<file path="src/rtl/key_stream_gen_if.sv">
// Handshake and data bundle for key_stream_gen: run control in, serial key bits
// and the assembled key word out.
interface key_stream_gen_if #(
  parameter int unsigned NBITS = 32
) ();
  logic             start;
  logic [3:0]       seed_a;
  logic [3:0]       seed_b;
  logic             hold;
  logic             abort;
  logic             ready;
  logic             bit_valid;
  logic             bit_out;
  logic [5:0]       bit_idx;
  logic [NBITS-1:0] key;
  logic             done;

  modport master (
    output start, seed_a, seed_b, hold, abort,
    input  ready, bit_valid, bit_out, bit_idx, key, done
  );

  modport slave (
    input  start, seed_a, seed_b, hold, abort,
    output ready, bit_valid, bit_out, bit_idx, key, done
  );
endinterface

</file>
<file path="src/rtl/key_stream_gen.sv">
// key_stream_gen: reproduces the serial key checker's two-register 4-bit
// additive sequence, streams each key bit with a valid/index strobe and
// publishes the assembled key word with a one-cycle done pulse.
module key_stream_gen #(
  parameter int unsigned NBITS = 32
) (
  input  logic              clock,
  input  logic              reset,
  key_stream_gen_if.slave   bus
);

  localparam logic [5:0] LAST_K = 6'(NBITS - 1);

  typedef enum logic {
    S_IDLE = 1'b0,
    S_RUN  = 1'b1
  } state_t;

  state_t           r_state;
  state_t           w_state_nxt;

  logic [3:0]       r_a;
  logic [3:0]       r_b;
  logic [5:0]       r_k;
  logic             r_first;
  logic [NBITS-1:0] r_acc;
  logic [NBITS-1:0] r_key;
  logic             r_done;

  logic             w_accept;
  logic             w_valid;
  logic             w_step;
  logic             w_last;
  logic [7:0]       w_byte;
  logic             w_bit;
  logic [3:0]       w_sum;
  logic [NBITS-1:0] w_acc_nxt;

  // Sequence datapath: current bit, next sum and accumulator with this bit merged in
  always_comb begin
    w_byte    = {r_b, r_a};
    w_bit     = w_byte[r_k[2:0]];
    w_sum     = r_a + r_b + {3'b000, r_first};
    w_last    = (r_k == LAST_K);
    // Accumulator is cleared on accept, so OR-ing the shifted bit equals a bit write
    w_acc_nxt = r_acc | ({{(NBITS-1){1'b0}}, w_bit} << r_k);
  end

  // Next-state and step strobes; abort outranks hold, hold outranks stepping
  always_comb begin
    w_state_nxt = r_state;
    w_accept    = 1'b0;
    w_valid     = 1'b0;
    w_step      = 1'b0;
    unique case (r_state)
      S_IDLE: begin
        if (bus.start) begin
          w_accept    = 1'b1;
          w_state_nxt = S_RUN;
        end
      end
      S_RUN: begin
        w_valid = ~bus.hold;
        if (bus.abort) begin
          w_state_nxt = S_IDLE;
        end else if (!bus.hold) begin
          w_step = 1'b1;
          if (w_last) begin
            w_state_nxt = S_IDLE;
          end
        end
      end
      default: w_state_nxt = S_IDLE;
    endcase
  end

  // State register
  always_ff @(posedge clock or posedge reset) begin
    if (reset) begin
      r_state <= S_IDLE;
    end else begin
      r_state <= w_state_nxt;
    end
  end

  // Sequence registers, accumulator, published key and done pulse
  always_ff @(posedge clock or posedge reset) begin
    if (reset) begin
      r_a     <= '0;
      r_b     <= '0;
      r_k     <= '0;
      r_first <= 1'b0;
      r_acc   <= '0;
      r_key   <= '0;
      r_done  <= 1'b0;
    end else begin
      r_done <= 1'b0;
      if (w_accept) begin
        r_a     <= bus.seed_a;
        r_b     <= bus.seed_b;
        r_k     <= '0;
        r_acc   <= '0;
        r_first <= 1'b1;
      end else if (w_step) begin
        r_acc   <= w_acc_nxt;
        r_first <= 1'b0;
        if (r_k[2]) begin
          r_a <= w_sum;
        end else begin
          r_b <= w_sum;
        end
        if (w_last) begin
          r_key  <= w_acc_nxt;
          r_done <= 1'b1;
          r_k    <= '0;
        end else begin
          r_k <= r_k + 6'd1;
        end
      end
    end
  end

  // Outputs; serial bit and index are forced to zero whenever no bit is valid
  always_comb begin
    bus.ready     = (r_state == S_IDLE);
    bus.bit_valid = w_valid;
    bus.bit_out   = w_valid & w_bit;
    bus.bit_idx   = w_valid ? r_k : 6'd0;
    bus.key       = r_key;
    bus.done      = r_done;
  end

endmodule

</file>
<file path="src/flat_wrapper.sv">
// flat-port wrapper written by rule: the top's interface ports become plain ports
module key_stream_gen_flat 
#(
  parameter int unsigned NBITS = 32
)
  (clock, reset, bus_start, bus_seed_a, bus_seed_b, bus_hold, bus_abort, bus_ready, bus_bit_valid, bus_bit_out, bus_bit_idx, bus_key, bus_done);
  key_stream_gen_if #(.NBITS(NBITS)) bus_i ();
  input  logic clock;
  input  logic reset;
  input wire logic [$bits(bus_i.start)-1:0] bus_start;
  input wire logic [$bits(bus_i.seed_a)-1:0] bus_seed_a;
  input wire logic [$bits(bus_i.seed_b)-1:0] bus_seed_b;
  input wire logic [$bits(bus_i.hold)-1:0] bus_hold;
  input wire logic [$bits(bus_i.abort)-1:0] bus_abort;
  output wire logic [$bits(bus_i.ready)-1:0] bus_ready;
  output wire logic [$bits(bus_i.bit_valid)-1:0] bus_bit_valid;
  output wire logic [$bits(bus_i.bit_out)-1:0] bus_bit_out;
  output wire logic [$bits(bus_i.bit_idx)-1:0] bus_bit_idx;
  output wire logic [$bits(bus_i.key)-1:0] bus_key;
  output wire logic [$bits(bus_i.done)-1:0] bus_done;
  assign bus_i.start = bus_start;
  assign bus_i.seed_a = bus_seed_a;
  assign bus_i.seed_b = bus_seed_b;
  assign bus_i.hold = bus_hold;
  assign bus_i.abort = bus_abort;
  assign bus_ready = bus_i.ready;
  assign bus_bit_valid = bus_i.bit_valid;
  assign bus_bit_out = bus_i.bit_out;
  assign bus_bit_idx = bus_i.bit_idx;
  assign bus_key = bus_i.key;
  assign bus_done = bus_i.done;
  key_stream_gen #(.NBITS(NBITS)) u_core (.clock(clock), .reset(reset), .bus(bus_i));
endmodule
</file>
<file path="config.mk">
export PLATFORM = sky130hd
export DESIGN_NAME = key_stream_gen_flat
export DESIGN_NICKNAME = d
export VERILOG_FILES = /design/src/rtl/key_stream_gen_if.sv /design/src/rtl/key_stream_gen.sv /design/src/flat_wrapper.sv
export SDC_FILE = /design/constraint.sdc
export NUM_CORES = 1
export LEC_CHECK = 0
export ABC_AREA = 1
export CAP_MARGIN = 20
export CORE_MARGIN = 10
export CORE_UTILIZATION = 59
export CTS_BUF_LIST = sky130_fd_sc_hd__clkbuf_16
export DETAILED_ROUTE_END_ITERATION = 10
export MAX_ROUTING_LAYER = met4
export PLACE_DENSITY_LB_ADDON = 0.2
export SLEW_MARGIN = 5
export SYNTH_ARGS = -nofsm -noshare
export SYNTH_HDL_FRONTEND = slang
export SYNTH_SLANG_ARGS = --single-unit
</file>
<file path="constraint.sdc">
create_clock -name clock -period 7.7 [get_ports clock]
set_clock_uncertainty 0.15 [all_clocks]
set_input_delay 2.31 -clock clock [delete_from_list [all_inputs] [get_ports clock]]
set_output_delay 2.31 -clock clock [all_outputs]
set_load 0.01 [all_outputs]
</file>
==> results of run 1 <==
-- power breakdown --
part	total (W)	switching (W)	leakage [nW]	internal, W
sequential	0.000477	0.0000286	1.11	0.000449
clock	0.000484	0.000170	0.172	0.000314
combinational	0.000214	0.000130	0.897	0.0000842
total	0.00118	0.000329	2.18	0.000847
-- layer usage --
metal	vias up	track usage [%]	part of all wire, %
met5	-	-	0
met4	0	6.09	1.1
met3	11	3.70	5.8
met2	120	31.4	49
met1	1627	25.1	44
li1	1574	-	-
-- cell type report --
| class | count | share of cell area, % |
|---|---|---|
| repair buffers | 56 | 11.9 |
| inverters | 49 | 3.87 |
| multi-input cells | 309 | 32.4 |
| clock buffers | 9 | 4.74 |
| clock inverters | 7 | 2.34 |
| well taps | 77 | 2.03 |
| flip-flops and latches | 81 | 42.6 |
-- worst min-delay path by stage --
stage / start / end / slack (ns) / cells after the start
final: u_core.bus.key[27]$_DFFE_PP0P_ / u_core.bus.key[27]$_DFFE_PP0P_ / 0.33 / 2
after global routing: u_core.bus.key[19]$_DFFE_PP0P_ / u_core.bus.key[19]$_DFFE_PP0P_ / 0.36 / 2
after CTS: u_core.bus.key[6]$_DFFE_PP0P_ / u_core.bus.key[6]$_DFFE_PP0P_ / 0.34 / 2
after detailed placement: u_core.bus.key[19]$_DFFE_PP0P_ / u_core.bus.key[19]$_DFFE_PP0P_ / 0.31 / 2
after global placement: u_core.bus.key[2]$_DFFE_PP0P_ / u_core.bus.key[2]$_DFFE_PP0P_ / 0.31 / 2
after floorplan: u_core.r_acc[0]$_DFFE_PP0P_ / u_core.r_acc[0]$_DFFE_PP0P_ / 0.32 / 2
-- cells in the final DEF (no fill, tap or decap), types with 2 or more instances in the layout --
cell type        count
nand3_1             15
fa_1                 2
nand3_2              8
nand2_1            112
bufinv_16            3
o211ai_1             2
ha_1                 3
a21boi_1             3
nand4_1              8
o21ai_0             45
nor2_4               3
xnor2_1              2
clkdlybuf4s50_1     54
nor2_1              48
dfrtp_1             81
nor3_1               3
a31oi_1              2
o21bai_1             4
o21ai_1              2
inv_2                6
clkbuf_16            9
nand2_2              3
a211oi_1             4
inv_1               45
a21oi_1             32
-- tightest hold or removal path, delay by kind of cell, from the launching register on --
| family | cells | cell delay (ns) |
|---|---|---|
| flip-flops | 1 | 0.34 |
| AO/OA/AOI/OAI | 1 | 0.06 |
| AND/OR/NAND/NOR | 1 | 0.05 |
-- per-stage QoR --
stage | power, W | cell area [µm²]
after floorplan | 0.000641 | 3850
after global placement | 0.000682 | 4400
after detailed placement | 0.000691 | 4400
after CTS | 0.00117 | 4730
after global routing | 0.00122 | 4750
final | 0.00118 | 4750
-- flip-flops by register name, summed over array words and instances (netlist names) --
register / cells
u_core.r_state: 1
u_core.r_first: 1
u_core.r_acc: 32
u_core.bus.done: 1
u_core.r_a: 4
u_core.bus.key: 32
u_core.r_k: 6
u_core.r_b: 4
-- cells in the mapped netlist (all sizes together) --
master,n
clkbuf,10
o21bai,4
dfrtp,81
a211oi,4
inv,49
a21oi,32
ha,3
and2,2
nand3,23
a31oi,2
nand2,116
or2,1
nor3,3
o21ai,47
xor2,1
a21boi,3
buf,10
a22oi,1
nand4,8
mux2i,1
o211ai,2
nor2,52
fa,2
xnor2,2
-- cell families after synthesis --
logic type,count (synthesis),synth area share (%)
and+or+nand+nor,205,23.6
AOI/OAI and AO/OA,95,13.4
DFF,81,52.6
buffers and inverters,69,7.37
adders and majority gates,5,2.01
xor gates and xnor gates,3,0.682
muxes,1,0.260
==> flow_summary.yaml, run 1 <==
status:
  status: "finished, final reports clean"
synth:
  synth-seq-area-share_pct: 52.6
  yosysTopAreaCell: "dfrtp_1"
  synth_cells: 459
  ys.warnings.count: 0
  ys_ff_latch: 81
  syn_area_um2: 3850
  synthTopCellsByArea: "dfrtp_1 53%, nand2_1 11%, o21ai_0 5.8%"
  synth_top_area_share_pct: 52.6
  syn_avg_cell_area_um2: 8.40
  syn_nets: 477
  yosysUniqueCellTypes: 35
timing:
  slew_headroom_pct: 30.2
  setup_viol: 0
  grt_setup_unrepaired: "false"
  fin_crit_ns: 6.37
  hold_viol: 0
  fin_crit_sh_pct: 82.7
  tns_ns: 0
  slew_violations: 0
  worst_pin_slew_ns: 1.04
  fin_ws_ns: 1.33
  fin_hold_ws_ns: 0.332
  clock.fmax_mhz: 157
worst_setup_path:
  r2r-end: "u_core.bus.key[17]$_DFFE_PP0P_"
  start_kind: "input port"
  critPathSlowestCell: "clkdlybuf4s50_1"
  cpMostUsedCell: "clkdlybuf4s50_1"
  cp_cell_sequence: "clkdlybuf4s50_1 > nor2_1 > inv_1 > a21oi_1 > clkdlybuf4s50_1"
  timing.rr.start: "u_core.r_state$_DFF_PP0_"
  crit_path_end_kind: "output pin"
  cp_max_fo: 7
  path_depth: 5
  endpoint: "bus_bit_out"
  ff2ff_path_depth: 8
  timing.critical_path.buf_inv: 3
  crit_start: "bus_hold"
  ff2ff_setup_slack_ns: 4.34
  cp_top_family: "buffers and inverters"
  worst-setup-path-type: "input port to output pin"
  critPathMaxStageDelay_ns: 0.57
  crit_required_ns: 5.24
  arrival_ns: 3.91
placement:
  dp_cells: 571
  portBuffers: 54
  post-place-ws_ns: 1.35
  globalplace.congestion: 0.846
  dp_hpwl_mm: 6.32
global_route:
  grt_start_max_net_pins: 82
  grt_pass1_wl_mm: 16.0
  overflow: 0
  antenna_found_initial: 0
  grt_pass1_vias: 3278
  grt_usage_pct: 19.8
detailed_routing:
  viasPerCell: 5.67
  drtAntennaViolNets: 0
  route.detailed.drc: 0
  detail_route.wl_per_cell_um: 16.3
  wl_mm: 9.60
  vias: 3332
  drt_first_pass_iters: 5
  drtIter0Drc: 251
clock_tree:
  ctsHoldBuffers: 0
  tritoncts: "yes"
  cts_root_buf: "clkbuf_16"
  cts.clk_slew.worst_paths_ns: 0.06
  insertion_delay_ns: 0.33
  numCtsBuffers: 9
  cts_max_level: 3
  clk_path_buf_depth: 2
  cts.sinks: 81
  cts_setup_buffers: 0
  ctsResizeCount: 0
floorplanning:
  die-area_um2: 10200
  core_area_um2: 6350
  die_w_um: 101
  rows: 29
  io_pins: 55
  die_y_um: 101
  start_util_pct: 60.7
finish:
  regArea_um2: 2030
  syn_to_final_growth_pct: 23.4
  final_layout_size_suffix_gt1_share_pct: 8.02
  fillers: 447
  finalNetCount: 524
  multiInputGateArea_um2: 1540
  diodes: 0
  layout.cells.non_filler: 588
  utilization_pct: 74.9
power:
  power_density_nw_per_um2: 247
  p_leak_nw: 2.18
  ir_drop_uv: 150
worst_hold_path:
  hp-class: "register to register"
job:
  cap_violations: 0
Power figures use the tool's default switching activity.
==> run 2, diff against run 1 <==
Settings changed: CORE_UTILIZATION 59 to 49.
Clock period 7.7 ns to 5.2 ns, I/O delays scaled along.
==> run 2 against run 1 <==
Compared with the run above:
- critical path depth stayed put
- clock power is 33% higher
- clock-buffer cell count stayed put
- first-iteration DRC count is 8.4% lower
- worst setup slack worse by 0.87 ns
- sequential share of layout area is 0.27 points lower
- sequential cell count stayed put
- sequential power is 47% higher
- routed wire length is 2.1% lower
- critical endpoint unchanged
- largest cell class unchanged
==> flow_summary.yaml, run 2 (synthesis gave the netlist of run 1 again) <==
global_route:
  overflow: 0
  grt_usage_pct: 17.3
  grt_start_max_net_pins: 51
  grt_pass1_vias: 3248
  grt_pass1_wl_mm: 15.9
  antenna_found_initial: 0
floorplanning:
  die_y_um: 109
  core_area_um2: 7690
  rows: 32
  start_util_pct: 50.1
  io_pins: 55
  die_w_um: 109
  die-area_um2: 11800
power:
  power_density_nw_per_um2: 348
  p_leak_nw: 2.17
  ir_drop_uv: 182
detailed_routing:
  route.detailed.drc: 0
  wl_met2_mm: 4.23
  wl_mm: 9.40
  drtIter0Drc: 230
  drt_first_pass_iters: 4
  drtAntennaViolNets: 0
  wl_met1_mm: 4.48
  highest_layer: "met4"
  viasPerCell: 5.22
  detail_route.wl_per_cell_um: 15.2
  vias: 3220
  wl_met3_um: 562
worst_setup_path:
  start_kind: "input port"
  cp_cell_sequence: "clkdlybuf4s50_1 > nor2_1 > inv_1 > a21oi_1 > clkdlybuf4s50_1"
  cpMostUsedCell: "clkdlybuf4s50_1"
  crit_path_end_kind: "output pin"
  timing.critical_path.buf_inv: 3
  critPathMaxStageDelay_ns: 0.56
  critPathSlowestCell: "clkdlybuf4s50_1"
  crit_required_ns: 3.49
  arrival_ns: 3.03
  cp_max_fo: 7
  worst-setup-path-type: "input port to output pin"
  ff2ff_setup_slack_ns: 2.95
  cp_top_family: "buffers and inverters"
clock_tree:
  ctsResizeCount: 0
  tritoncts: "yes"
  cts.sinks: 81
  cts_root_buf: "clkbuf_16"
  ctsHoldBuffers: 0
  insertion_delay_ns: 0.33
  cts_max_level: 3
  clk_path_buf_depth: 2
  cts.clk_slew.worst_paths_ns: 0.06
  numCtsBuffers: 9
  cts_setup_buffers: 0
finish:
  diodes: 0
  syn_to_final_growth_pct: 24.2
  layout_commonest_cell: "nand2_1"
  final_layout_size_suffix_gt1_share_pct: 8.93
  finalNetCount: 528
  utilization_pct: 62.2
  mostFrequentLayoutCells: "112 x nand2_1, 81 x dfrtp_1, 54 x clkdlybuf4s50_1"
  fillers: 675
  fin_area_um2: 4780
timing:
  setup_viol: 0
  grt_setup_unrepaired: "false"
  tns_ns: 0
  fin_crit_sh_pct: 91.2
  hold_viol: 0
  fin_crit_ns: 4.74
  clock.fmax_mhz: 211
  slew_headroom_pct: 37.5
  worst_pin_slew_ns: 0.934
  slew_violations: 0
worst_hold_path:
  hp-class: "register to register"
job:
  cap_violations: 0
placement:
  portBuffers: 54
  globalplace.congestion: 0.839
  dp_hpwl_mm: 6.51
  place_area_um2: 4480
status:
  status: "finished, final reports clean"
run 2: power by group:
group / switching (W) / internal [W] / total, W
logic: 0.000189 / 0.000128 / 0.000317
clock network: 0.000267 / 0.000377 / 0.000644
registers: 0.0000375 / 0.000664 / 0.000702
total: 0.000494 / 0.00117 / 0.00166
run 2: through the flow:
| step | instances | total power [W] | setup slack (ns) | hold WS [ns] |
|---|---|---|---|---|
| 2_1_floorplan | 459 | 0.000949 | 1.31 | 0.316 |
| 3_3_place_gp | 601 | 0.00102 | 0.495 | 0.314 |
| 3_5_place_dp | 601 | 0.00103 | 0.426 | 0.314 |
| 4_1_cts | 617 | 0.00167 | 0.415 | 0.332 |
| 5_1_grt | 617 | 0.00175 | 0.321 | 0.357 |
| 6_report | 617 | 0.00166 | 0.456 | 0.332 |
run 2: per-layer routing:
layer,up-vias,global-route usage [%]
li1,1576,-
met1,1538,22.3
met2,94,26.3
met3,12,4.37
met4,0,5.18
met5,-,-
run 2: layout make-up:
cell class | instances | area [µm²] | area share [%]
Clock buffer | 9 | 225 | 4.71
Multi-Input combinational cell | 309 | 1540 | 32.2
Timing Repair Buffer | 60 | 598 | 12.5
Inverter | 49 | 185 | 3.87
Sequential cell | 81 | 2030 | 42.4
Clock inverter | 7 | 78.8 | 1.65
Tap cell | 102 | 128 | 2.67
run 2: worst paths after layout:
kind                                                from  cells past startpoint                        endpoint
setup / recovery                                bus_hold                      5                     bus_bit_out
hold / removal             u_core.bus.key[0]$_DFFE_PP0P_                      2   u_core.bus.key[0]$_DFFE_PP0P_
setup reg to reg               u_core.r_k[5]$_DFFE_PP0P_                      5     u_core.r_acc[3]$_DFFE_PP0P_
hold reg to reg            u_core.bus.key[0]$_DFFE_PP0P_                      2   u_core.bus.key[0]$_DFFE_PP0P_
max in group asynchronous                          reset                      3    u_core.r_acc[19]$_DFFE_PP0P_
min in group asynchronous                          reset                      2  u_core.bus.key[24]$_DFFE_PP0P_
run 2: worst reg2reg max path, cell delays in order, from the launching register on:
cell,delay (ns)
dfrtp_1,0.45
nor2_1,0.73
inv_1,0.32
o21ai_0,0.24
inv_1,0.08
a211oi_1,0.18
==> run 3, diff against run 2 <==
Settings changed: CORE_UTILIZATION 49 to 45.
==> run 3 against run 2 <==
Compared with the run above:
- die area rose by 7.2%
- critical path depth did not move
- register-to-register slack improved by 0.03 ns
- worst setup slack got worse by 0.018 ns
- non-clock buffer count did not move
- routed wire length barely moved
- via count fell by 0.28%
==> flow_summary.yaml, run 3 (synthesis gave the netlist of run 1 again) <==
clock_tree:
  ctsResizeCount: 0
  cts.clk_slew.worst_paths_ns: 0.06
  clk_path_buf_depth: 2
  cts_setup_buffers: 0
  cts.sinks: 81
  cts_max_level: 3
  numCtsBuffers: 9
  cts_root_buf: "clkbuf_16"
  ctsHoldBuffers: 0
  tritoncts: "yes"
  insertion_delay_ns: 0.33
finish:
  multiInputGateArea_um2: 1540
  fin_area_um2: 4780
  utilization_pct: 57.9
  fillers: 748
  final_layout_size_suffix_gt1_share_pct: 8.54
  mostFrequentLayoutCells: "112 x nand2_1, 81 x dfrtp_1, 54 x clkdlybuf4s50_1"
  finalNetCount: 528
  syn_to_final_growth_pct: 24.2
  diodes: 0
  regArea_um2: 2030
  layout_commonest_cell: "nand2_1"
worst_setup_path:
  crit_path_end_kind: "output pin"
  endpoint: "bus_bit_out"
  worst-setup-path-type: "input port to output pin"
  critPathSlowestCell: "clkdlybuf4s50_1"
  critPathMaxStageDelay_ns: 0.57
  r2r-end: "u_core.r_acc[11]$_DFFE_PP0P_"
  crit_start: "bus_hold"
  timing.rr.start: "u_core.r_k[5]$_DFFE_PP0P_"
  start_kind: "input port"
  crit_required_ns: 3.49
  cp_cell_sequence: "clkdlybuf4s50_1 > nor2_1 > inv_1 > a21oi_1 > clkdlybuf4s50_1"
  cp_max_fo: 7
  cpMostUsedCell: "clkdlybuf4s50_1"
  ff2ff_setup_slack_ns: 2.98
  ff2ff_path_depth: 5
  arrival_ns: 3.05
timing:
  hold_viol: 0
  clock.fmax_mhz: 210
  fin_ws_ns: 0.439
  fin_hold_ws_ns: 0.328
  fin_crit_ns: 4.76
  slew_violations: 0
  grt_setup_unrepaired: "false"
  slew_headroom_pct: 41.5
  setup_viol: 0
  worst_pin_slew_ns: 0.874
  tns_ns: 0
  fin_crit_sh_pct: 91.6
placement:
  place_area_um2: 4470
  globalplace.congestion: 0.803
  post-place-ws_ns: 0.435
  dp_hpwl_mm: 6.65
  portBuffers: 54
floorplanning:
  die-area_um2: 12700
  core_area_um2: 8260
  die_w_um: 113
  start_util_pct: 46.7
  io_pins: 55
  die_y_um: 113
  rows: 33
global_route:
  grt_pass1_wl_mm: 16.3
  grt_pass1_vias: 3254
  grt_usage_pct: 15.8
  grt_start_max_net_pins: 41
  overflow: 0
  antenna_found_initial: 0
detailed_routing:
  vias: 3211
  drtAntennaViolNets: 0
  detail_route.wl_per_cell_um: 15.2
  drt_first_pass_iters: 4
  drtIter0Drc: 231
  viasPerCell: 5.18
  wl_mm: 9.41
  route.detailed.drc: 0
power:
  power_density_nw_per_um2: 350
  power_frac_comb_pct: 18.5
  switching_power_w: 0.000467
  ir_drop_uv: 210
  intPower_w: 0.00121
  p_leak_nw: 2.17
  clkPwrFrac_pct: 39.5
  p_sw_share_pct: 27.9
  pwr-share-seq_pct: 42.0
status:
  status: "finished, final reports clean"
job:
  cap_violations: 0
worst_hold_path:
  hp-class: "register to register"
==> run 3: cell count changes in the layout (fill, tap and decap cells not counted), sizes merged <==
cell and delta:
bufinv +1, clkinv -1
==> run 3: stage by stage <==
stage          power, W  instances
2_1_floorplan  0.000949        459
3_3_place_gp    0.00102        604
3_5_place_dp    0.00102        604
4_1_cts         0.00168        620
5_1_grt         0.00177        620
6_report        0.00167        620
==> run 3: area by class of cell <==
class	count	share of cell area, %
clock buffers	9	4.71
inverters	49	3.87
multi-input cells	309	32.2
repair buffers	60	12.2
well taps	105	2.75
clock inverters	7	1.83
flip-flops and latches	81	42.4
==> run 3: power groups by stage <==
| stage | sequential (W) | clock (W) | combinational [W] |
|---|---|---|---|
| after floorplan | 0.000703 | 0 | 0.000246 |
| after global placement | 0.000714 | 0 | 0.000305 |
| after detailed placement | 0.000714 | 0 | 0.000311 |
| after CTS | 0.000703 | 0.000670 | 0.000311 |
| after global routing | 0.000708 | 0.000698 | 0.000360 |
| final | 0.000703 | 0.000661 | 0.000309 |
==> run 3: worst min-delay path by stage <==
stage	slack, ns	startpoint	depth (start not counted)	end
floorplan	0.32	u_core.r_acc[0]$_DFFE_PP0P_	2	u_core.r_acc[0]$_DFFE_PP0P_
global placement	0.31	u_core.bus.key[0]$_DFFE_PP0P_	2	u_core.bus.key[0]$_DFFE_PP0P_
detailed placement	0.31	u_core.bus.key[22]$_DFFE_PP0P_	2	u_core.bus.key[22]$_DFFE_PP0P_
CTS	0.33	u_core.bus.key[6]$_DFFE_PP0P_	2	u_core.bus.key[6]$_DFFE_PP0P_
global route	0.36	u_core.bus.key[19]$_DFFE_PP0P_	2	u_core.bus.key[19]$_DFFE_PP0P_
finish	0.33	u_core.bus.key[14]$_DFFE_PP0P_	2	u_core.bus.key[14]$_DFFE_PP0P_
==> run 3: worst max-delay path, delay by kind of cell <==
kind | cells | cell delay, ns
AO/OA/AOI/OAI | 1 | 0.17
AND/OR/NAND/NOR | 1 | 0.17
buffers and inverters | 3 | 1.15
==> run 3: per-layer routing <==
metal  up-vias  share of wire [%]  wire, µm  GRT usage (%)
li1       1585                  -         -              -
met1      1516                 47      4410           20.6
met2        97                 45      4280           24.1
met3        13                6.3       594           3.04
met4         0                1.3       124           5.33
met5         -                  0         0              -
